<file path="config.mk">
export PLATFORM = sky130hd
export DESIGN_NAME = fwd_hazard_ctrl
export DESIGN_NICKNAME = d
export VERILOG_FILES = /design/src/rtl/fwd_hazard_ctrl.sv
export SDC_FILE = /design/constraint.sdc
export NUM_CORES = 1
export LEC_CHECK = 0
export CORE_ASPECT_RATIO = 0.8
export CORE_MARGIN = 4
export CORE_UTILIZATION = 50
export DETAILED_ROUTE_END_ITERATION = 10
export PLACE_DENSITY = 0.74
export RECOVER_POWER = 25
export SLEW_MARGIN = 25
export SYNTH_ARGS = -nofsm -noshare
export SYNTH_HDL_FRONTEND = slang
export SYNTH_SLANG_ARGS = --single-unit
</file>
<file path="constraint.sdc">
create_clock -name clk -period 2.76 [get_ports clk]
set_input_delay 0.276 -clock clk [delete_from_list [all_inputs] [get_ports clk]]
set_output_delay 0.276 -clock clk [all_outputs]
set_load 0.01 [all_outputs]
</file>
<file path="src/rtl/fwd_hazard_ctrl.sv">
// Forwarding and load-use hazard control for a 5-stage pipeline.
// Tracks the EX/MEM/WB occupants and derives operand selects and a stall.
module fwd_hazard_ctrl (
  input  logic        clk,
  input  logic        rst_n,
  input  logic        id_valid,
  input  logic [4:0]  id_rs,
  input  logic [4:0]  id_rt,
  input  logic        id_uses_rt,
  input  logic [4:0]  id_dst,
  input  logic        id_reg_write,
  input  logic        id_mem_read,
  input  logic        flush,
  input  logic        freeze,
  output logic [1:0]  forward_a,
  output logic [1:0]  forward_b,
  output logic        stall,
  output logic [15:0] stall_cnt
);

  typedef struct packed {
    logic       valid;
    logic [4:0] rs;
    logic [4:0] rt;
    logic       uses_rt;
    logic [4:0] dst;
    logic       reg_write;
    logic       mem_read;
  } entry_t;

  localparam logic [1:0] FWD_RF  = 2'b00;
  localparam logic [1:0] FWD_MEM = 2'b10;
  localparam logic [1:0] FWD_WB  = 2'b01;

  entry_t ex_q, mem_q, wb_q;
  entry_t id_entry;
  logic   bubble_in;

  // MEM is the most recent producer, so it is checked before WB.
  function automatic logic [1:0] fwd_sel(input logic [4:0] src,
                                         input entry_t    mem_e,
                                         input entry_t    wb_e);
    logic [1:0] sel;
    sel = FWD_RF;
    if (mem_e.valid && mem_e.reg_write && (mem_e.dst != 5'd0) && (mem_e.dst == src))
      sel = FWD_MEM;
    else if (wb_e.valid && wb_e.reg_write && (wb_e.dst != 5'd0) && (wb_e.dst == src))
      sel = FWD_WB;
    return sel;
  endfunction

  always_comb begin
    id_entry           = '0;
    id_entry.valid     = 1'b1;
    id_entry.rs        = id_rs;
    id_entry.rt        = id_rt;
    id_entry.uses_rt   = id_uses_rt;
    id_entry.dst       = id_dst;
    id_entry.reg_write = id_reg_write;
    id_entry.mem_read  = id_mem_read;
  end

  always_comb begin
    stall = id_valid && ex_q.valid && ex_q.mem_read && (ex_q.dst != 5'd0) &&
            ((ex_q.dst == id_rs) || (id_uses_rt && (ex_q.dst == id_rt))) &&
            !flush && !freeze;
  end

  assign bubble_in = flush || stall || !id_valid;

  // Selects are purely a function of registered entries.
  always_comb begin
    forward_a = fwd_sel(ex_q.rs, mem_q, wb_q);
    forward_b = ex_q.uses_rt ? fwd_sel(ex_q.rt, mem_q, wb_q) : FWD_RF;
  end

  always_ff @(posedge clk or negedge rst_n) begin
    if (!rst_n) begin
      ex_q      <= '0;
      mem_q     <= '0;
      wb_q      <= '0;
      stall_cnt <= 16'd0;
    end else if (!freeze) begin
      wb_q  <= mem_q;
      mem_q <= ex_q;
      ex_q  <= bubble_in ? entry_t'('0) : id_entry;
      if (stall && (stall_cnt != 16'hFFFF))
        stall_cnt <= stall_cnt + 16'd1;
    end
  end

endmodule

</file>
# --- Yosys cells after proc, flatten, opt, wreduce, memory -nomap -nowiden ---
# Index checks and enable logic that the tools add are counted.
word_totals:
  reg_bits: 49
  inputBits: 23
  word_cells: 55
classes:
  add_sub_neg: 1
  n_eq_ne: 7
  mux: 6
  n_bitwise: 1
  n_reduce_logical: 26
ops:
  columns: ["cell", "n"]
  rows:
  - ["equality test 5 bit", 6]
  - ["2-to-1 mux 19 bit", 1]
  - ["adder 16 x 1 -> 16 bit, second input constant", 1]
  - ["logical AND 1 bit", 16]
  - ["!= test 16 bit, second input constant", 1]
  - ["nonzero test 5 bit", 3]
  - ["2-to-1 mux 2 bit", 3]
  - ["logical NOT 1 bit", 3]
  - ["logical OR 1 bit", 3]
  - ["2-to-1 mux 1 bit", 2]
  - ["AND reduction 2 bit", 1]
  - ["inverter 1 bit", 1]

# --- Depth between registers and ports, before layout ---
# Gate-level depths: netlist of the first run.
depth:
  word_depth: 9
  mapped_depth: 7
  mapped_depth_nobuf: 6

# --- Worst setup path after synthesis of the first run ---
# Ideal clock, no wire load.
synth_timing:
  kind: "register -> register"
  start: "reg stall_cnt[0]"
  end: "reg stall_cnt[1]"
  setup_ns: 0.125
  arrival_ns: 1.905
  required_time_ns: 2.635
  setup_slack_ns: 0.731
  path_stages_with_launch: 7
  n_path_buf: 0
  synth_period_minus_slack_ns: 2.029
  cell_sequence: "dfrtp_1 -> ha_1 -> nand3_1 -> or2_2 -> nor3_2 -> nor3_1 -> mux2_2"
synth_between:
  elab_chain_cells: 3
  word_cells_on_any_way: 4
  classes_between: "add/sub: 1; eq/ne: 1; reduce/logical: 2"
synth_rtl:
  columns: ["element", "line_no", "text"]
  rows:
  - ["start, declared", "18", "output logic [15:0] stall_cnt"]
  - ["start signal, assigned", "88", "stall_cnt <= stall_cnt + 16'd1;"]
  - ["branches (longest 3 deep; another with adder 16 x 1 -> 16 bit)", null, null]
# Several ways; the timed one is not identified.
# A chain may end at the register's enable or synchronous reset.

# --- Final worst setup path of the first run ---
layout_timing:
  start: "reg mem_q[3] (netlist name)"
  end: "out forward_b[1]"
layout_between:
  elab_chain_cells: 5
  word_cells_on_any_way: 6
  classes_between: "eq/ne: 1; mux: 2; reduce/logical: 3"
layout_rtl:
  columns: ["element", "line_no", "text"]
  rows:
  - ["start, declared", "35", "entry_t ex_q, mem_q, wb_q;"]
  - ["start signal, assigned", "85", "mem_q <= ex_q;"]
  - ["nonzero test 5 bit", "45", "if (mem_e.valid && mem_e.reg_write && (mem_e.dst != 5'd0) && (mem_e.dst == src))"]
  - ["logical AND 1 bit", "45", null]
  - ["logical AND 1 bit (*)", "45", null]
  - ["2-to-1 mux 2 bit (*)", "45", null]
  - ["2-to-1 mux 2 bit (*)", "74", "forward_b = ex_q.uses_rt ? fwd_sel(ex_q.rt, mem_q, wb_q) : FWD_RF;"]
  - ["end, declared", "16", "output logic [1:0] forward_b,"]
# Mark *: on every way between the ends. The rest lies on a longest branch, timed or not.

==> results of run 1 <==
-- registers in the layout, summed over array words and instances (netlist names) --
name and cells:
stall_cnt 16, ex_q 19, mem_q 7, wb_q 7
-- synthesized netlist by cell type --
| cell type | n | area, µm² |
|---|---|---|
| or4_4 | 1 | 11.26 |
| o211ai_1 | 2 | 15.01 |
| o21a_1 | 1 | 7.510 |
| o2111ai_2 | 1 | 15.01 |
| nor3_2 | 1 | 10.01 |
| nor4b_4 | 1 | 23.77 |
| nor4_2 | 6 | 75.07 |
| nor3b_4 | 1 | 18.77 |
| a21o_1 | 1 | 7.510 |
| and4_1 | 1 | 8.760 |
| nor4b_1 | 1 | 8.760 |
| buf_6 | 1 | 11.26 |
| nand3_1 | 9 | 45.04 |
| nand2_1 | 7 | 26.28 |
| buf_4 | 1 | 7.510 |
| or3_1 | 1 | 6.260 |
| xor2_1 | 37 | 324.1 |
| or4_1 | 4 | 30.03 |
| dfrtp_1 | 49 | 1226 |
| and3_1 | 2 | 12.51 |
| ha_1 | 1 | 12.51 |
| nor2_1 | 5 | 18.77 |
| a32oi_2 | 1 | 16.27 |
| xnor2_1 | 8 | 70.07 |
| nor4_1 | 8 | 50.05 |
| nand4_1 | 2 | 12.51 |
| or2_2 | 1 | 6.260 |
| a22o_1 | 18 | 157.7 |
| buf_2 | 3 | 15.01 |
| mux2_2 | 15 | 168.9 |
| and2_1 | 1 | 6.260 |
| nor3_1 | 6 | 30.03 |
| clkbuf_1 | 3 | 11.26 |
-- power breakdown --
part	leakage [nW]	internal (W)	switching (W)
Combinational	0.763	0.0000963	0.0000718
Sequential	0.667	0.000752	0.0000458
Clock	0.0395	0.000180	0.000215
Total	1.47	0.00103	0.000333
-- metrics by stage --
step                util (%)  cell area, µm²
finish                 65.35            3058
global route           65.35            3058
CTS                    65.32            3057
detailed placement     63.40            2967
global placement       63.40            2967
floorplan                  -            2466
-- logic make-up after synthesis --
kind of cell | count (synthesis)
AO/OA/AOI/OAI | 24
XOR/XNOR | 45
adder cells (fa/ha/maj) | 1
buffers and inverters | 8
flip-flops | 49
multiplexers | 15
AND/OR/NAND/NOR | 58
-- worst register-to-register path, delay by kind of cell, from the launching register on --
| family | cells | cell delay, ps |
|---|---|---|
| AOI/OAI and AO/OA | 3 | 1050 |
| buffers and inverters | 1 | 200 |
| DFF | 1 | 460 |
| and+or+nand+nor | 1 | 570 |
-- how the worst max path moves through the flow --
stage	startpoint	end	slack, ps	cells after the start
finish	mem_q[3]	forward_b[1]	300	5
global route	mem_q[3]	forward_b[1]	130	5
CTS	mem_q[3]	forward_a[0]	40	5
detailed placement	id_rt[3]	stall	370	6
global placement	id_rt[3]	stall	380	6
floorplan	stall_cnt[0]	stall_cnt[1]	730	6
-- per-layer routing --
layer  global-route usage [%]  vias to the layer above
met2                    24.87                       41
met5                        0                        -
li1                         -                      833
met4                    5.882                        0
met1                    28.41                      857
met3                    4.075                        5
-- timing repair --
item	CTS	global route
gates resized for setup	0	2
setup endpoints to repair	0	2
endpoints found under the hold margin	25	0
hold buffers	1	0
-- layout make-up --
type	count	area share, %
multi-input cells	143	39.08
repair buffers	50	15.75
clock buffers	8	2.619
flip-flops and latches	49	40.10
well taps	60	2.455
==> run summary, run 1 <==
Slew Viols, Final: 0
CTS Sinks: 49
Cell count after synthesis: 200
R2R Setup Slk: 410 ps
Crit-path slowest cell: or4_1
Post-Synth Simple-Gate Area: 16.24%
Post-CTS Setup Repair Bufs: 0
Hold Path Sink: stall_cnt[14]
Tot GR Track Use: 18.21%
Synth Cell Area: 2466 µm²
Placeable Area: 4679 µm²
Total chip power: 0.001361 W
Worst vdd ir: 364.0 µV
Reg area: 1226 µm²
Period minus WS final: 2462 ps
Global route total overflow: 0
Critical Path AT: 2190 ps
Hold WC Path Type: reg2reg
Crit path buf inv count: 1
Hold_sp: stall_cnt[14]
Post-synthesis mux area share: 6.849%
GP Congestion: 0.8450
Most frequent cells in the layout: dfrtp_1, clkdlybuf4s50_1, xor2_1
Syn. warnings: 0
Status: finished clean
Placed insts: 301
Detail Route met3 WL: 280 µm
Fill count: 407
Detail Route Antenna Nets: 0
Syn_nets: 224
Setup violators final: 0
Startpoint types: flip-flop
Seq cells post-synth: 49
Post-Place Worst Slack: 371.6 ps
Syn avg cell area: 12.33 µm²
Footprint of the multi-input gates: 1195 µm²
Clock-pin slew on the worst setup and hold paths: 80 ps
Setup slack after layout: 297.7 ps
Largest family of logic cells by synthesized area: simple AND/OR/NAND/NOR gates
Detailed Place HPWL: 3.787 mm
Maxcap violations: 0
Highest Clock Rate: 406.1 MHz
Fin. Hold Viols: 0
Maximum clock path buffer count: 2
# IOs: 44
Layout cells sized above 1: 15.60%
Largest delay share family, worst path: simple AND/OR/NAND/NOR gates
Worst Tran Pin Value: 1389 ps
CP Max Fanout: 5
Met1 Wirelength: 2.587 mm
Final period utilization: 89.21%
Commonest non-fill, non-tap cell in the layout: dfrtp_1
Register area share after synthesis: 49.72%
WHS: 491.9 ps
Crit. End Element: primary output
Final WL: 4.962 mm
Final Net Count: 273
CTS H-tree depth: 2
Synth Area in Adders: 0.5074%
Area Growth Syn to Fin: 24.00%
Worst slew margin: 7.430%
DRC Markers: 0
Die X: 86.52 µm
Worst-Skew Late Latency: 290 ps
Max incr delay on CP: 520 ps
Pin count of the biggest net entering global routing: 34
Leakage: 1.470 nW
Cell count of the worst reg-to-reg path: 5
TNS Setup: 0 ps
WP data required: 2480 ps
DIE AREA: 6127 µm²
Clock skew: 4.328 ps
Unrepaired setup endpoints after global routing: no
Core Rows: 22
DR vias/cell: 5.600
Synth unique cells: 33
DRT iter0 DRCs: 145
Post-synthesis compound-gate area fraction: 8.879%
Post-synthesis xor/xnor area fraction: 15.98%
Metal2 WL: 2.041 mm
CP Cell Sequence: or4_1 > o211ai_1 > nor4_1 > and2_1 > clkdlybuf4s50_1
Pwr dens: 445.1 nW/µm²
Worst Hold Depth: 1
Non-Filler Instances: 310
Setup Crit Path Kind: reg2out
Diode count: 0
Starting Density: 52.70%
TritonCTS Buffers: 5
Reg2reg end: ex_q[12]
CTS root buf: clkbuf_8
Reg-to-Reg Start: ex_q[3]
First-pass GRT wire length: 8.742 mm
IO buf count: 43
CTS tree: done
Highest Signal Layer: met4
Vias in the first global route: 1725
Routed vias: 1736
Antenna violations before repair: 0
DR WL/cell: 16.01 µm
Die height: 70.82 µm
Drt first pass iters: 4
Note: power is estimated with default switching activity, not from simulation.
==> run 2: changes to the inputs <==
--- a/config.mk
+++ b/config.mk
@@ -5,11 +5,13 @@
 export SDC_FILE = /design/constraint.sdc
 export NUM_CORES = 1
 export LEC_CHECK = 0
+export CELL_PAD_IN_SITES_DETAIL_PLACEMENT = 0
+export CELL_PAD_IN_SITES_GLOBAL_PLACEMENT = 2
 export CORE_ASPECT_RATIO = 0.8
 export CORE_MARGIN = 4
-export CORE_UTILIZATION = 50
+export CORE_UTILIZATION = 35
 export DETAILED_ROUTE_END_ITERATION = 10
-export PLACE_DENSITY = 0.74
+export PLACE_DENSITY = 0.77
 export RECOVER_POWER = 25
 export SLEW_MARGIN = 25
 export SYNTH_ARGS = -nofsm -noshare
==> run 2 against run 1 <==
  * The run now ends with max-capacitance violations, max-slew violations left
  * Fmax down 7.5%
  * First-iteration DRC count down 64%
  * Worst setup slack worse by 200 ps
  * Count of clock-buffer cells in the layout down 3
  * Sequential power about the same
  * Combinational power grew 3%
==> run summary, run 2 (synthesis results as in run 1) <==
Vias in the first global route: 1710
Hold WC Path Type: reg2reg
CTS root buf: clkbuf_8
Number of flip-flops in the largest register: 19
Status: finished with violations
Fin. Hold Viols: 0
CTS Hold Bufs: 0
GP Congestion: 0.7013
Top reg by flops: ex_q
Maximum clock path buffer count: 2
Largest regs: ex_q x19, stall_cnt x16
Worst slew margin: -35.75%
Clock-pin slew on the worst setup and hold paths: 90 ps
DRT iter0 DRCs: 52
Diode count: 0
DRC Markers: 0
Antenna violations before repair: 0
Core Rows: 27
IO buf count: 43
Leakage: 1.442 nW
Reg-to-Reg Start: ex_q[3]
Starting Density: 35.96%
Global route total overflow: 0
Unrepaired setup endpoints after global routing: no
Pin count of the biggest net entering global routing: 38
Failing checks: max-capacitance violations, max-slew violations
Final period utilization: 96.49%
CP Max Fanout: 5
Final core utilization: 45.12%
Layout cells sized above 1: 17.67%
Worst Tran Pin Value: 2036 ps
Cell count of the worst reg-to-reg path: 5
Die X: 101.9 µm
# IOs: 44
Slew Viols, Final: 38
R2R Setup Slk: 390 ps
Clock skew: 6.774 ps
Most frequent cells in the layout: dfrtp_1, clkdlybuf4s50_1, xor2_1
CTS Sinks: 49
WP data required: 2480 ps
Max incr delay on CP: 560 ps
Startpoint types: flip-flop
DR WL/cell: 16.65 µm
DIE AREA: 8462 µm²
DR vias/cell: 5.024
Crit-path slowest cell: clkdlybuf4s50_1
Tot GR Track Use: 14.08%
Highest Clock Rate: 375.5 MHz
Worst Hold Depth: 1
Hold Path Sink: stall_cnt[14]
Worst vdd ir: 199.3 µV
Critical Path AT: 2390 ps
WHS: 503.7 ps
Drt first pass iters: 4
Crit path buf inv count: 1
Routed vias: 1688
Maxcap violations: 1
Die height: 83.08 µm
Commonest non-fill, non-tap cell in the layout: dfrtp_1
Largest delay share family, worst path: simple AND/OR/NAND/NOR gates
Placeable Area: 6858 µm²
First-pass GRT wire length: 9.446 mm
Final WL: 5.593 mm
Pwr dens: 443.0 nW/µm²
CTS tree: done
TritonCTS Buffers: 5
Period minus WS final: 2663 ps
CTS H-tree depth: 2
Reg2reg end: ex_q[12]
Setup violators final: 0
Setup Crit Path Kind: reg2out
Area Growth Syn to Fin: 25.47%
Final Net Count: 274
TNS Setup: 0 ps
CP Cell Sequence: or4_1 > o211ai_1 > nor4_1 > nor3_1 > clkdlybuf4s50_1
Detailed Place HPWL: 4.039 mm
Crit. End Element: primary output
Hold_sp: stall_cnt[14]
Detail Route Antenna Nets: 0
Worst-Skew Late Latency: 300 ps
==> run 2: through the flow <==
stage | power [W] | cells | instance area, µm² | setup slack, ps
2_1_floorplan | 0.0009026 | 200 | 2466 | 730.7
3_3_place_gp | 0.0009852 | 329 | 3008 | 207.4
3_5_place_dp | 0.0009868 | 329 | 3008 | 200.5
4_1_cts | 0.001387 | 335 | 3080 | 20.34
5_1_grt | 0.001446 | 336 | 3094 | 10.83
6_report | 0.001371 | 336 | 3094 | 96.87
==> run 2: worst reg2reg max path, cell delays in order, from the launching register on <==
cell	delay (ps)
dfrtp_1	450
or4_1	580
o2111ai_2	260
buf_4	200
o21a_1	590
a22o_1	230
==> run 2: power by group <==
group          total (W)  leakage [nW]  internal (W)  switching (W)
Sequential      0.000799         0.666      0.000752      0.0000472
Combinational   0.000173         0.736     0.0000975      0.0000756
Clock           0.000399        0.0399      0.000167       0.000231
==> run 2: layout make-up <==
type | count | area (µm²)
Fill cell | 672 | 3764
Sequential cell | 49 | 1227
Multi-Input combinational cell | 143 | 1201
Timing Repair Buffer | 51 | 483.0
Tap cell | 87 | 108.9
Clock buffer | 5 | 68.82
Clock inverter | 1 | 5.005
==> run 2: metal layers <==
layer,up-vias,wire length (µm),GRT usage [%]
met5,-,0,0
li1,837,-,-
met3,6,196,3.778
met4,0,53,3.218
met2,24,2210,18.35
met1,821,3133,22.75
==> run 2: worst max-delay path by stage <==
stage / start / endpoint / slack (ps) / depth (start not counted)
2_1_floorplan: stall_cnt[0] / stall_cnt[1] / 730 / 6
3_3_place_gp: id_rt[3] / stall / 210 / 6
3_5_place_dp: id_rt[3] / stall / 200 / 6
4_1_cts: mem_q[3] / forward_b[0] / 20 / 5
5_1_grt: mem_q[3] / forward_b[0] / 10 / 5
6_report: mem_q[3] / forward_b[0] / 100 / 5
==> run 2: timing repair <==
action	4_1_cts	5_1_grt
setup endpoints to repair	1	2
buffers inserted	0	1
resized for setup	1	2
pin swaps	1	1
==> run 3: changes to the inputs <==
==> config.mk (replaced) <==
export PLATFORM = sky130hd
export DESIGN_NAME = fwd_hazard_ctrl
export DESIGN_NICKNAME = d
export VERILOG_FILES = /design/src/rtl/fwd_hazard_ctrl.sv
export SDC_FILE = /design/constraint.sdc
export NUM_CORES = 1
export LEC_CHECK = 0
export ABC_AREA = 1
export CELL_PAD_IN_SITES_DETAIL_PLACEMENT = 0
export CELL_PAD_IN_SITES_GLOBAL_PLACEMENT = 2
export CORE_ASPECT_RATIO = 0.8
export CORE_MARGIN = 4
export CORE_UTILIZATION = 31
export DETAILED_ROUTE_END_ITERATION = 10
export PLACE_DENSITY = 0.78
export RECOVER_POWER = 100
export SLEW_MARGIN = 20
export SYNTH_ARGS = -nofsm -noshare
export SYNTH_HDL_FRONTEND = slang
export SYNTH_SLANG_ARGS = --single-unit
==> run 3 against run 2 <==
  * Synthesized cell count up 76%
  * Clock power up 36%
  * Sequential power down 1%
  * Sequential share of layout area down 3.0 points
  * Core utilization down 5.7 points
  * Cell count up 53%
  * Flip-flop and latch count unchanged
  * The flow now finishes without violations
  * Via count up 37%
  * Highest routed layer unchanged
  * Design area up 8.2%
  * Non-clock buffer count down 3
  * Worst hold slack worse by 11 ps
  * Total power up 11%
  * Critical endpoint is now stall
==> run summary, run 3 <==
Worst slew margin: 37.21%
Fin area: 3348 µm²
DR vias/cell: 4.515
Syn avg cell area: 7.657 µm²
IO buf count: 43
Hold WC Path Type: reg2reg
Cell Area, Placed: 3259 µm²
Register share of total power: 51.9%
Diode count: 0
Placeable Area: 8483 µm²
DRT iter0 DRCs: 123
First-pass GRT wire length: 11.67 mm
CTS Sinks: 49
CTS tree: done
CP Max Fanout: 8
Cell mode on critical path: nand2_1
Clock-pin slew on the worst setup and hold paths: 90 ps
Crit path buf inv count: 4
Area Growth Syn to Fin: 24.58%
CTS H-tree depth: 2
Maxcap violations: 0
Hold_sp: wb_q[1]
Crit. End Element: primary output
Maximum clock path buffer count: 2
Post-CTS Setup Repair Bufs: 0
Period minus WS final: 2421 ps
Final period utilization: 87.73%
CTS Hold Bufs: 1
Register area share after synthesis: 45.62%
Psw: 0.0003915 W
Setup slack after layout: 338.6 ps
Slew Viols, Final: 0
Post-synth top flop: dfrtp_1
TNS Setup: 0 ps
Worst vdd ir: 201.9 µV
Hold Path Sink: wb_q[1]
Non-Filler Instances: 513
Post-Place Worst Slack: 439.8 ps
Seq cells post-synth: 49
Reg2reg end: stall_cnt[2]
Setup Crit Path Kind: in2out
Highest Clock Rate: 413.0 MHz
Top reg by flops: ex_q
Worst Hold Depth: 2
Layout cells sized above 1: 5.985%
Die X: 112.1 µm
Placed insts: 504
Detailed Place HPWL: 5.344 mm
Tot GR Track Use: 14.16%
CTS root buf: clkbuf_8
Net Sw Frac: 25.70%
Unrepaired setup endpoints after global routing: no
Global route total overflow: 0
Worst Tran Pin Value: 941.9 ps
DR WL/cell: 13.44 µm
Antenna violations before repair: 0
Detail Route Antenna Nets: 0
Die height: 91.28 µm
Final core utilization: 39.47%
Share of the synthesized area in the top cell type: 45.62%
Cell count of the worst reg-to-reg path: 11
Drt first pass iters: 4
Core Rows: 30
Startpoint types: input pin
Pwr dens: 455.0 nW/µm²
Number of flip-flops in the largest register: 19
CP Cell Sequence: clkdlybuf4s50_1 > inv_1 > nand2_1 > nand2_1 > nor2_1 > nand3_2 > nand2_1 > nand2_2 > inv_1 > clkdlybuf4s50_1
Largest delay share family, worst path: buffers and inverters
Largest regs: ex_q x19, stall_cnt x16
Final WL: 6.894 mm
Cell count after synthesis: 351
WP data required: 2480 ps
Fin. Hold Viols: 0
Setup violators final: 0
Max incr delay on CP: 540 ps
Count leader, synth: nand2_1
Leading area contributor after synthesis: dfrtp_1
R2R Setup Slk: 570 ps
Leakage: 1.651 nW
Pin count of the biggest net entering global routing: 34
Vias in the first global route: 2234
Starting Density: 31.68%
PostCTS Resize Cnt: 0
Routed vias: 2316
Syn. warnings: 0
Most frequent cells after synthesis: nand2_1, dfrtp_1, inv_1, nand3_1, o21ai_0
Commonest non-fill, non-tap cell in the layout: nand2_1
DIE AREA: 10230 µm²
# IOs: 44
Comb pwr share: 12.4%
Worst-Skew Late Latency: 300 ps
Syn_nets: 375
Post-synth EDFFs: 0
TritonCTS Buffers: 5
Clock power share: 35.7%
Critical Path AT: 2150 ps
Reg-to-Reg Start: stall_cnt[0]
Final Net Count: 424
Top area cells in the synthesized netlist: dfrtp_1, nand2_1, nand3_1, inv_1, o21ai_0
DRC Markers: 0
Crit-path slowest cell: clkdlybuf4s50_1
Status: finished clean
Clock skew: 7.301 ps
Synth Cell Area: 2688 µm²
Post-synth ARST share: 100.0%
Most frequent cells in the layout: nand2_1, dfrtp_1, inv_1
Cell internal pwr: 0.001132 W
GP Congestion: 0.8029
Synth unique cells: 27
==> run 3: through the flow <==
step	hold WS, ps	total power [W]
6_report	493.1	0.001523
5_1_grt	528.1	0.001606
4_1_cts	432.6	0.001550
3_5_place_dp	232.5	0.0009999
3_3_place_gp	223.2	0.0009986
2_1_floorplan	-19.59	0.0009068
==> run 3: power groups by stage <==
stage	registers (W)	clock network [W]	logic [W]
floorplan	0.000793	0	0.000113
global placement	0.000805	0	0.000194
detailed placement	0.000805	0	0.000195
CTS	0.000791	0.000563	0.000197
global route	0.000796	0.000594	0.000217
finish	0.000790	0.000544	0.000189
==> run 3: cells by family after synthesis <==
family / Yosys count / synth area share, %
simple gates: 185 / 31.24
flops: 49 / 45.62
xor+xnor: 23 / 7.495
compound gates: 36 / 7.169
fa+ha+maj: 1 / 0.4655
buf+inv: 57 / 8.007
==> run 3: how the worst max path moves through the flow <==
stage | from | slack, ps | end | cells after the start
floorplan | mem_q[6] | 1200 | forward_a[0] | 4
global placement | id_rt[3] | 450 | stall | 10
detailed placement | id_rt[3] | 440 | stall | 10
CTS | ex_q[6] | 410 | stall | 9
global route | ex_q[6] | 160 | stall | 9
finish | id_rt[3] | 340 | stall | 10
==> run 3: worst register-to-register path, stage by stage, from the launching register on <==
cell and delay (ps):
dfrtp_1 430, ha_1 250, nand3_1 110, clkinv_1 90, nand2_1 130, nor2_1 100, nand2_1 110, nand3_1 370
inv_1 320, nand2_1 80, nand2_1 60, nand2_1 50
==> run 3: area by class of cell <==
class | instances | area (µm²)
inverter | 51 | 191.4
multi-input combinational | 245 | 1216
tap | 112 | 140.1
fill | 948 | 5135
sequential | 49 | 1226
timing repair buffer | 48 | 457.9
clock buffer | 7 | 86.33
clock inverter | 1 | 30.03
==> run 3: routing by layer <==
layer	routed length (µm)	share of wire, %	global-route usage (%)	vias to the layer above
li1	-	-	-	1213
met2	2797	41	19.89	41
met4	46	0.67	3.003	0
met5	0	0	0	-
met3	248	3.6	2.265	5
met1	3801	55	22.54	1057
